$ cat src/rtl/freq_meas_sched.sv
// Round-robin frequency meter: one period counter and one external AXI-Stream divider
// shared by P_CH asynchronous test clocks; results in Hz, saturated to 16 bits.
module freq_meas_sched #(
   parameter int unsigned P_CH      = 4,
   parameter logic [31:0] P_CLK     = 32'd100_000_000,
   parameter logic [31:0] P_TIMEOUT = 32'd100_000_000
) (
   input  logic                      i_clk,
   input  logic                      i_rst,
   input  logic                      i_work_en,
   input  logic [P_CH-1:0]           i_test_clk,
   output logic                      o_div_tvalid,
   input  logic                      i_div_tready,
   output logic [31:0]               o_div_divisor,
   output logic [31:0]               o_div_dividend,
   input  logic                      i_div_dvalid,
   input  logic [31:0]               i_div_quot,
   output logic [16*P_CH-1:0]        o_freq,
   output logic [P_CH-1:0]           o_upd,
   output logic [P_CH-1:0]           o_timeout,
   output logic [$clog2(P_CH)-1:0]   o_ch,
   output logic                      o_busy
);

   localparam int unsigned ChW = $clog2(P_CH);

   typedef enum logic [2:0] {StIdle, StWait1, StMeas, StDiv, StDwait, StNext} state_t;

   state_t                 state_q, state_d;
   logic                   en_s1_q, en_s_q;
   logic [P_CH-1:0]        tc_s1_q, tc_s2_q, tc_s3_q;
   logic [31:0]            cnt_q, cnt_d, tmr_q, tmr_d, divisor_q, divisor_d;
   logic [ChW-1:0]         ch_q, ch_d;
   logic [P_CH-1:0][15:0]  freq_q, freq_d;
   logic [P_CH-1:0]        upd_q, upd_d, timeout_q, timeout_d;
   logic                   edge_det, tmo_hit;

   // Synchronisers run on every channel so a newly selected channel has a clean history.
   always_ff @(posedge i_clk or posedge i_rst) begin
      if (i_rst) begin
         en_s1_q <= 1'b0;
         en_s_q  <= 1'b0;
         tc_s1_q <= '0;
         tc_s2_q <= '0;
         tc_s3_q <= '0;
      end else begin
         en_s1_q <= i_work_en;
         en_s_q  <= en_s1_q;
         tc_s1_q <= i_test_clk;
         tc_s2_q <= tc_s1_q;
         tc_s3_q <= tc_s2_q;
      end
   end

   assign edge_det = tc_s2_q[ch_q] & ~tc_s3_q[ch_q];
   assign tmo_hit  = (tmr_q == P_TIMEOUT - 32'd1);

   always_comb begin
      state_d   = state_q;
      cnt_d     = cnt_q;
      tmr_d     = tmr_q;
      divisor_d = divisor_q;
      ch_d      = ch_q;
      freq_d    = freq_q;
      upd_d     = '0;
      timeout_d = timeout_q;
      unique case (state_q)
         StIdle: begin
            cnt_d = '0;
            tmr_d = '0;
            if (en_s_q) state_d = StWait1;
         end
         StWait1, StMeas: begin
            tmr_d = tmr_q + 32'd1;
            if (!en_s_q) begin
               tmr_d   = '0;
               cnt_d   = '0;
               state_d = StIdle;
            end else if (edge_det) begin
               // A completing edge beats a timeout landing in the same cycle.
               if (state_q == StWait1) begin
                  cnt_d   = 32'd1;
                  state_d = StMeas;
               end else begin
                  divisor_d = cnt_q;
                  state_d   = StDiv;
               end
            end else if (tmo_hit) begin
               freq_d[ch_q]    = '0;
               timeout_d[ch_q] = 1'b1;
               upd_d[ch_q]     = 1'b1;
               state_d         = StNext;
            end else if (state_q == StMeas) begin
               cnt_d = cnt_q + 32'd1;
            end
         end
         StDiv: begin
            if (i_div_tready) state_d = StDwait;
         end
         StDwait: begin
            if (i_div_dvalid) begin
               freq_d[ch_q]    = (i_div_quot > 32'd65535) ? 16'hFFFF : i_div_quot[15:0];
               timeout_d[ch_q] = 1'b0;
               upd_d[ch_q]     = 1'b1;
               state_d         = StNext;
            end
         end
         StNext: begin
            ch_d    = (ch_q == ChW'(P_CH - 1)) ? '0 : ch_q + 1'b1;
            tmr_d   = '0;
            cnt_d   = '0;
            state_d = en_s_q ? StWait1 : StIdle;
         end
         default: state_d = StIdle;
      endcase
   end

   always_ff @(posedge i_clk or posedge i_rst) begin
      if (i_rst) begin
         state_q   <= StIdle;
         cnt_q     <= '0;
         tmr_q     <= '0;
         divisor_q <= '0;
         ch_q      <= '0;
         freq_q    <= '0;
         upd_q     <= '0;
         timeout_q <= '0;
      end else begin
         state_q   <= state_d;
         cnt_q     <= cnt_d;
         tmr_q     <= tmr_d;
         divisor_q <= divisor_d;
         ch_q      <= ch_d;
         freq_q    <= freq_d;
         upd_q     <= upd_d;
         timeout_q <= timeout_d;
      end
   end

   assign o_div_tvalid   = (state_q == StDiv);
   assign o_div_divisor  = divisor_q;
   assign o_div_dividend = P_CLK;
   assign o_freq         = freq_q;
   assign o_upd          = upd_q;
   assign o_timeout      = timeout_q;
   assign o_ch           = ch_q;
   assign o_busy         = (state_q != StIdle);

endmodule
$ cat config.mk
export PLATFORM = sky130hd
export DESIGN_NAME = freq_meas_sched
export DESIGN_NICKNAME = d
export VERILOG_FILES = /design/src/rtl/freq_meas_sched.sv
export SDC_FILE = /design/constraint.sdc
export NUM_CORES = 1
export LEC_CHECK = 0
export CORE_ASPECT_RATIO = 1.4
export CORE_MARGIN = 10
export CORE_UTILIZATION = 55
export DETAILED_ROUTE_END_ITERATION = 8
export PLACE_DENSITY_LB_ADDON = 0.3
export SLEW_MARGIN = 20
export SYNTH_ARGS = -nofsm -noshare
export SYNTH_HDL_FRONTEND = slang
export SYNTH_SLANG_ARGS = --single-unit
$ cat constraint.sdc
create_clock -name i_clk -period 11.5 [get_ports i_clk]
set_input_delay 2.3 -clock i_clk [delete_from_list [all_inputs] [get_ports i_clk]]
set_output_delay 2.3 -clock i_clk [all_outputs]
set_load 0.03 [all_outputs]
# Yosys cells after proc, flatten, opt, wreduce, memory -nomap -nowiden
# Cells that the tools add are included.
# classes
n_addsub	3
magnitude_cmp	3
n_eq_ne	17
n_mux	43
bitwise	8
reduce_logical	11
# op_table
op	n
64-bit two-way mux	4
32-bit two-way mux	6
32-bit case mux with 2 select lines	2
64-bit case mux with 2 select lines	1
32-bit by 1-bit adder with 32-bit output (second input constant)	2
64-bit bitwise AND	1
64-bit bitwise mux	1
64-bit NOT	1
16-bit demux with 2-bit select	1
32-bit by 27-bit == test with 1-bit output (second input constant)	1
32-bit by 16-bit greater-than comparator with 1-bit output (second input constant)	1
16-bit two-way mux	2
4-bit two-way mux	8
3-bit two-way mux	6
4-bit != test (second input constant)	4
4-bit case mux with 2 select lines	2
3-bit case mux with 5 select lines	1
4-bit AND reduction	3
2-bit != test (second input constant)	5
3-bit by 2-bit == test with 1-bit output (second input constant)	2
3-bit == test (second input constant)	2
1-bit two-way mux	5
5-bit AND reduction	1
4-bit bitwise AND	1
18 further kinds	22
# totals
regBits	187
in_bits	41
out_inout_bits	140
word_cells	101

# Logic depth before layout (Yosys ltp)
# Gate-level depths: netlist of the first run.
# logic_depth
ltp_word	10
ltp_mapped	8
ltp_nobuf	6

# Worst setup path after synthesis of the first run
# OpenSTA, ideal clock, no wires.
# synth_path
path_type	input-to-reg
startpoint	input port i_div_dvalid
endpoint	register freq_q (netlist bit o_freq[0])
setup_ns	0.078
arrival_ns	3.495
required_time_ns	11.422
slack_ns	7.927
cell_stages	6
n_path_buf	3
path_cell_list	and3_1 clkbuf_1 buf_1 nand2_1 clkbuf_1 o2bb2ai_1
# synth_between
elab_chain_len	2
# synth_rtl
item	line	source
from (decl)	16	input logic i_div_dvalid,
2-bit != test (no line)	-	
5-bit AND reduction (no line)	-	
to (signal assigned)	134	freq_q <= freq_d;
to (decl)	34	logic [P_CH-1:0][15:0] freq_q, freq_d;
# No other way between the ends.
# A chain may end at the register's enable or synchronous reset.

# Final worst setup path of the first run
# layout_path
startpoint	register state_q[0]
endpoint	output port o_div_tvalid
# layout_between
elab_chain_len	1
# layout_rtl
item	line	source
from (decl)	29	state_t state_q, state_d;
from (signal assigned)	120	state_q <= StIdle;
from (signal assigned)	129	state_q <= state_d;
3-bit by 2-bit == test with 1-bit output	140	assign o_div_tvalid = (state_q == StDiv);
to (decl)	12	output logic o_div_tvalid,
# No other way between the ends.

==> flow_summary.toml, run 1 <==
[layout]
layout-drive-gt1-share_pct = 8.92
nFillCells = 1178
final_cell_mix = "dfrtp_1, clkdlybuf4s50_1, o2bb2ai_1"
final_common_cell = "dfrtp_1"
antenna_cells = 0
area_delta_synth_final_pct = 23.7
final_nets = 964

[logic_synthesis]
synth_seq_cells = 187
syn_area_um2 = 8680
yosysTopAreaCell = "dfrtp_1"
ys.flop_type = "dfrtp_1"
synth_area_leaders = "dfrtp_1, o2bb2ai_1, mux2_2"
synthArstFlopShare_pct = 100
ys_seq_area_share_pct = 53.9
synth_cell_types = 61
postSynthCellCount = 786
synth_top_cell_area_share_pct = 53.9
synth-warning-count = 0
syn-mean-instance-area_um2 = 11.0
synth_edf_count = 0

[pwr]
cellPowerDensity_nw_per_um2 = 222
ir_worst_vdd_mv = 0.185
power.total_w = 0.00238
leakage_nw = 4.51

[global_route]
use_met1_pct = 23.0
grt_start_max_net_pins = 100
grt_pass1_vias = 7123
grt_use_met2_pct = 35.8
antenna_found_initial = 0
grt_pass1_wl_um = 37200
grt_busiest_layer = "met2"
grt_use_total_pct = 21.2
globalRouteOverflowTotal = 0
met3_usage_pct = 9.28

[clock_tree]
cts_tree = "built"
clock_path_buffers = 2
cts_root_buf = "clkbuf_16"
insertion_delay_ps = 440
cts_sinks = 187
cts_max_level = 4
holdBufCountCts = 0
clk_pin_slew_ps = 70
cts_buffers = 17
post_cts_resized = 0
post_cts_buffers = 0

[drt]
drt_pass1_iterations = 5
drtIter0Drc = 496
via_count = 6930
ant_nets = 0
drc = 0
avgViaCountPerCell = 6.15
routedWlPerCell_um = 20.3
drt_wl_total_um = 22900

[die]
rows = 54
dieArea_um2 = 21300
dieHeight_um = 169
start_util_pct = 55.8
core-area_um2 = 15500
ioPinCount = 181
fp.dieW_um = 126

[hold_path]
whs_path_depth = 0
min_path_type = "flop to flop"

[worst_setup_path]
start_kind = "flop"
r2r_cells = 5
crit_required_ps = 9200
cp.arrival_ps = 2340
crit_type = "flop to primary output"
endpoint_kind = "primary output"
path_max_fanout = 19

[sta]
max_freq_mhz = 216
period_needed_ps = 4640
hold_viol = 0
rsz0062_at_grt = "false"
slew_violations = 0
finalSetupViolations = 0
skew_ps = 10.0
fin_tns_setup_ps = 0
tightest_slew_ps = 1040
period_share_pct = 40.3
hold_ws_ps = 352
maxSlewHeadroom_pct = 30.8

[outcome]
outcome = "complete, no violations"

[place]
dp_hpwl_um = 16000
portBuffers = 148
place_congestion = 0.877

[flow_run]
maxCapViolations = 0
-- critical path, cell delays in order (launching register included) --
cell and delay [ps]:
dfrtp_1 740, nand2_1 270, nor2_1 200, clkdlybuf4s50_1 700
-- report_power, final --
group	switching [W]	internal (W)
Combinational	0.000560	0.000349
Clock	0.000267	0.000311
Sequential	0.000112	0.000782
Total	0.000939	0.00144
-- kinds of logic after synthesis --
kind of cell | after synthesis | share of synthesized area, %
AO/OA/AOI/OAI | 184 | 16.1
XOR/XNOR | 22 | 2.22
adder cells (fa/ha/maj) | 6 | 0.865
buffers and inverters | 88 | 5.47
flip-flops | 187 | 53.9
multiplexers | 40 | 5.11
other | 2 | 0.0866
AND/OR/NAND/NOR | 257 | 16.3
-- worst paths after layout --
check	from	endpoint	slack (ps)
max in group asynchronous	i_rst	o_div_divisor[29]	7760
min in group asynchronous	i_rst	o_div_divisor[23]	2410
min reg2reg	tc_s1_q[3]	tc_s2_q[3]	350
max reg2reg	o_ch[0]	cnt_q[11]	8080
min	tc_s1_q[3]	tc_s2_q[3]	350
max	state_q[0]	o_div_tvalid	6860
-- layer usage --
metal / vias to the layer above / routed length (um)
met5: - / 0
met3: 39 / 2380
met1: 3450 / 8800
li1: 3156 / -
met2: 285 / 11300
met4: 0 / 461
-- per-stage QoR --
step | instance area [um^2] | util (%) | std cells | setup slack, ps
global placement | 10200 | 65.3 | 1094 | 6890
finish | 10700 | 69.1 | 1126 | 6860
global route | 10700 | 69.1 | 1126 | 6740
CTS | 10700 | 69.0 | 1126 | 6840
floorplan | 8790 | - | 816 | 4110
detailed placement | 10200 | 65.3 | 1094 | 6840
-- cell type report --
cell class / count / area (um^2) / area share (%)
sequential: 187 / 4680 / 43.6
timing repair buffer: 154 / 1530 / 14.3
clock buffer: 19 / 443 / 4.13
multi-input combinational: 541 / 3630 / 33.9
tap: 196 / 245 / 2.29
inverter: 16 / 65.1 / 0.606
clock inverter: 13 / 134 / 1.25
-- registers in the layout (all words and copies together), names as in the netlist, 4 cells and up, named ones only --
name,flops
o_div_divisor,32
tc_s1_q,4
tmr_q,32
tc_s3_q,4
cnt_q,32
o_upd,4
tc_s2_q,4
o_freq,64
-- synthesized netlist by cell type, types with 10 or more instances --
master and instances:
and3_1 13, nand3_1 27, buf_2 10, nand2_1 43, clkbuf_1 22, o31ai_1 14, o2bb2ai_1 57, o21ai_0 23
a41oi_1 13, mux2_2 34, xor2_1 17, or4_1 11, or3_1 13, a21oi_1 21, nor3_1 11, nor2_1 53
buf_4 33, nand4_1 27, dfrtp_1 187, a31oi_1 12, inv_1 16, nor4_1 16
Power figures use the tool's default switching activity.
==> run 2, diff against run 1 <==
Settings changed: CORE_UTILIZATION 55 to 47.
Clock period 11.5 ns to 3.95 ns, I/O delays scaled along.
==> run 2 against run 1 <==
Net effect:
- first-iteration DRC count fell by 7.7%
- global-route usage fell by 1.8 points
- sequential share of layout area is 0.45 points lower
- final cell count up 4.4%
- worst setup slack got worse by 6000 ps
- clock power grew to 3.0 times the previous value
- hold slack got worse by 2.0 ps
- clock skew is 3.5 ps higher
- design area is 1.1% higher
- sequential power rose to 2.9 times the previous value
- non-clock buffer count is 6 higher
- critical path type unchanged
- largest power group unchanged
- highest routed layer unchanged
==> flow_summary.toml, run 2 (synthesis gave the netlist of run 1 again) <==
[clock_tree]
cts_buffers = 17
post_cts_buffers = 0
insertion_delay_ps = 440
cts_tree = "built"
clk_pin_slew_ps = 70
post_cts_resized = 0
clock_path_buffers = 2
cts_max_level = 4
holdBufCountCts = 0
cts_sinks = 187
cts_root_buf = "clkbuf_16"

[worst_setup_path]
cp.arrival_ps = 2280
path_max_fanout = 19
cpLargestDelayFamily = "flip-flops"
crit_required_ps = 3160
endpoint_kind = "primary output"
worstPathCellList = "nand2_1 > nor2_1 > clkdlybuf4s50_1"
r2r_start = "o_ch[1]"
slowest_stage = "dfrtp_1"
startpoint = "state_q[0]"
crit_type = "flop to primary output"
worst-path-buf-inv = 1
start_kind = "flop"
slowest_delay_ps = 730

[die]
rows = 58
dieArea_um2 = 24400
core-area_um2 = 18100
fp.dieW_um = 135
dieHeight_um = 181
start_util_pct = 48.0
ioPinCount = 181

[sta]
max_freq_mhz = 326
period_needed_ps = 3070
finalSetupViolations = 0
fin_ws_ps = 881
tightest_slew_ps = 1120
slew_violations = 0
hold_ws_ps = 350
skew_ps = 13.5
fin_tns_setup_ps = 0
rsz0062_at_grt = "false"
hold_viol = 0
period_share_pct = 77.7
maxSlewHeadroom_pct = 25.3

[pwr]
ir_worst_vdd_mv = 0.553
leakage_nw = 4.55
cellPowerDensity_nw_per_um2 = 644
power.total_w = 0.00699

[global_route]
grt_pass1_wl_um = 38200
antenna_found_initial = 0
globalRouteOverflowTotal = 0
grt_start_max_net_pins = 188
grt_pass1_vias = 7083
grt_use_total_pct = 19.4

[place]
place_congestion = 0.865
portBuffers = 148
dp_slack_ps = 1060
dp_hpwl_um = 16600

[layout]
layout-drive-gt1-share_pct = 9.62
area_delta_synth_final_pct = 25.0
final_cell_mix = "dfrtp_1, clkdlybuf4s50_1, o2bb2ai_1"
nFillCells = 1495
largest_register_ffs = 64
final_common_cell = "dfrtp_1"
antenna_cells = 0
utilization_pct = 60.0
final_nets = 970

[hold_path]
min_path_type = "flop to flop"
hp-start = "en_s1_q"

[outcome]
outcome = "complete, no violations"

[drt]
drt_pass1_iterations = 5
ant_nets = 0
drc = 0
routedWlPerCell_um = 19.9
drt_wl_total_um = 23400
via_count = 6823
avgViaCountPerCell = 5.80
drtIter0Drc = 458

[flow_run]
maxCapViolations = 0
==> run 2: cell types whose count changed in the layout (fill, tap and decap cells not counted), sizes merged <==
cell and delta:
buf +6, clkbuf -2, clkinv +2
==> run 2: metrics by stage <==
step           instance area, um^2  instances
5_1_grt                      10800       1176
3_3_place_gp                 10300       1144
6_report                     10800       1176
2_1_floorplan                 8790        816
4_1_cts                      10800       1176
3_5_place_dp                 10300       1144
==> run 2: worst register-to-register path, stage by stage, from the launching register on <==
cell      delay, ps
dfrtp_1         470
and4b_1         250
o41ai_1         900
o21a_1          580
nand3_1         270
o311ai_0        390
==> run 2: final timing paths <==
check / endpoint / slack [ps] / depth (start not counted)
min: en_s_q / 350 / 0
max in group asynchronous: tmr_q[0] / 2160 / 3
max: o_div_tvalid / 880 / 3
max reg2reg: cnt_q[11] / 960 / 5
min reg2reg: en_s_q / 350 / 0
min in group asynchronous: o_div_divisor[16] / 870 / 3
==> run 2: area by class of cell <==
| cell class | instances | area, um^2 | area share, % |
|---|---|---|---|
| Clock inverter | 15 | 156 | 1.44 |
| Tap cell | 240 | 300 | 2.77 |
| Multi-Input combinational cell | 541 | 3630 | 33.5 |
| Timing Repair Buffer | 160 | 1580 | 14.6 |
| Sequential cell | 187 | 4680 | 43.2 |
| Clock buffer | 17 | 425 | 3.92 |
| Inverter | 16 | 63.8 | 0.588 |
==> run 2: routing by layer <==
| layer | part of all wire, % | vias to the layer above | global-route usage, % |
|---|---|---|---|
| met5 | 0 | - | 0 |
| met4 | 2.2 | 0 | 7.16 |
| met3 | 9.5 | 29 | 8.08 |
| met2 | 49 | 270 | 32.2 |
| met1 | 39 | 3363 | 21.7 |
| li1 | - | 3161 | - |
==> run 2: where the power goes <==
part | internal, W | switching [W]
clock network | 0.000896 | 0.000814
registers | 0.00227 | 0.000319
logic | 0.00105 | 0.00164
total | 0.00422 | 0.00277
==> run 3, diff against run 2 <==
Settings changed: CORE_UTILIZATION 47 to 52.
Clock period 3.95 ns to 3.1 ns, I/O delays scaled along.
==> run 3 against run 2 <==
Net effect:
- non-clock buffer count increased by 16
- clock skew hardly changed
- via count grew 1.1%
- clock power up 26%
- flip-flop and latch count is the same
- critical path depth stayed put
- core utilization increased by 7.0 points
- worst setup slack lost 570 ps
- register-to-register slack worse by 530 ps
- combinational power grew 31%
- first-iteration DRC count grew 7.2%
- critical path type unchanged
- highest routed layer unchanged
==> flow_summary.toml, run 3 (synthesis gave the netlist of run 1 again) <==
[worst_setup_path]
worstPathCellList = "nand2_1 > nor2_1 > clkdlybuf4s50_1"
worst-path-buf-inv = 1
slowest_delay_ps = 690
slowest_stage = "clkdlybuf4s50_1"
crit_required_ps = 2480
path_max_fanout = 16
cp.arrival_ps = 2170
cpLargestDelayFamily = "buffers and inverters"
start_kind = "flop"
endpoint_kind = "primary output"
crit_type = "flop to primary output"

[die]
core-area_um2 = 16300
rows = 55
dieArea_um2 = 22300
fp.dieW_um = 129
ioPinCount = 181
start_util_pct = 53.2
dieHeight_um = 173

[sta]
maxSlewHeadroom_pct = 44.7
slew_violations = 0
period_share_pct = 90.0
hold_viol = 0
period_needed_ps = 2790
tightest_slew_ps = 830
max_freq_mhz = 358
fin_tns_setup_ps = 0
finalSetupViolations = 0
rsz0062_at_grt = "false"
skew_ps = 13.1

[clock_tree]
clock_path_buffers = 2
cts_buffers = 17
post_cts_resized = 0
cts_sinks = 187
holdBufCountCts = 0
cts_max_level = 4
cts_root_buf = "clkbuf_16"
cts_tree = "built"
clk_pin_slew_ps = 70
post_cts_buffers = 0
insertion_delay_ps = 440

[pwr]
ir_worst_vdd_mv = 0.755
swShare_pct = 39.7
clkPwrFrac_pct = 24.1
cellPowerDensity_nw_per_um2 = 818
combPwrFrac_pct = 39.1
internal-power_w = 0.00539
share_seq_of_total_power_pct = 36.8
switchingPower_w = 0.00354
leakage_nw = 4.62

[drt]
routedWlPerCell_um = 20.1
avgViaCountPerCell = 6.00
drt_pass1_iterations = 5
drtIter0Drc = 491
ant_nets = 0
drc = 0
via_count = 6901
drt_wl_total_um = 23200

[flow_run]
maxCapViolations = 0

[place]
dp_hpwl_um = 16600
portBuffers = 148
place_congestion = 0.911
placed_cell_area_um2 = 10300

[layout]
layout-drive-gt1-share_pct = 11.1
utilization_pct = 67.0
final_cell_mix = "dfrtp_1, clkdlybuf4s50_1, o2bb2ai_1"
stdcell_area_um2 = 10900
nFillCells = 1246
final_nets = 986
final_common_cell = "dfrtp_1"
area_delta_synth_final_pct = 25.9
antenna_cells = 0
largest_register_ffs = 64

[outcome]
outcome = "complete, no violations"

[global_route]
grt_use_total_pct = 20.9
grt_pass1_vias = 7119
grt_start_max_net_pins = 76
grt_pass1_wl_um = 37700
antenna_found_initial = 0
globalRouteOverflowTotal = 0

[hold_path]
min_path_type = "flop to flop"
-- run 3: layout make-up --
class	instances	area [um^2]	area share, %
Inverter	16	63.8	0.584
Timing Repair Buffer	176	1720	15.7
Multi-Input combinational cell	541	3630	33.3
Tap cell	199	249	2.28
Sequential cell	187	4680	42.8
Clock buffer	18	439	4.02
Clock inverter	14	141	1.29
-- run 3: worst register-to-register path, delay by kind of cell (launching register included) --
family	cells	cell delay (ps)
buffers and inverters	2	530
AND/OR/NAND/NOR	3	1170
AO/OA/AOI/OAI	2	330
flip-flops	1	480
-- run 3: power by group through the flow --
stage                     clock (W)  sequential [W]  combinational (W)
after global routing        0.00228         0.00334            0.00373
after CTS                   0.00219         0.00328            0.00351
after detailed placement          0         0.00329            0.00351
final                       0.00215         0.00329            0.00350
after global placement            0         0.00329            0.00346
after floorplan                   0         0.00402            0.00135
-- run 3: path summary, 6_finish.rpt --
kind	from	endpoint	slack (ps)	depth (start not counted)
setup / recovery	state_q[1]	o_div_tvalid	310	3
hold / removal	tc_s1_q[3]	tc_s2_q[3]	350	0
setup reg to reg	o_ch[1]	cnt_q[17]	430	7
hold reg to reg	tc_s1_q[3]	tc_s2_q[3]	350	0
max in group asynchronous	i_rst	tmr_q[18]	1790	3
min in group asynchronous	i_rst	o_freq[48]	550	2
-- run 3: layer usage --
metal  share of wire, %  vias to the layer above  track usage, %
met1                 38                     3426            23.4
met4                2.6                        0            7.89
met5                  0                        -               0
met2                 50                      243            34.4
met3                9.4                       44            8.75
li1                   -                     3188               -
-- run 3: stage by stage --
| step | total power [W] | instances | worst slack, ps | hold slack (ps) |
|---|---|---|---|---|
| 2_1_floorplan | 0.00537 | 816 | 73.5 | 331 |
| 3_3_place_gp | 0.00675 | 1119 | 584 | 337 |
| 3_5_place_dp | 0.00679 | 1119 | 469 | 335 |
| 4_1_cts | 0.00898 | 1151 | 294 | 352 |
| 5_1_grt | 0.00935 | 1151 | 220 | 354 |
| 6_report | 0.00894 | 1151 | 310 | 351 |
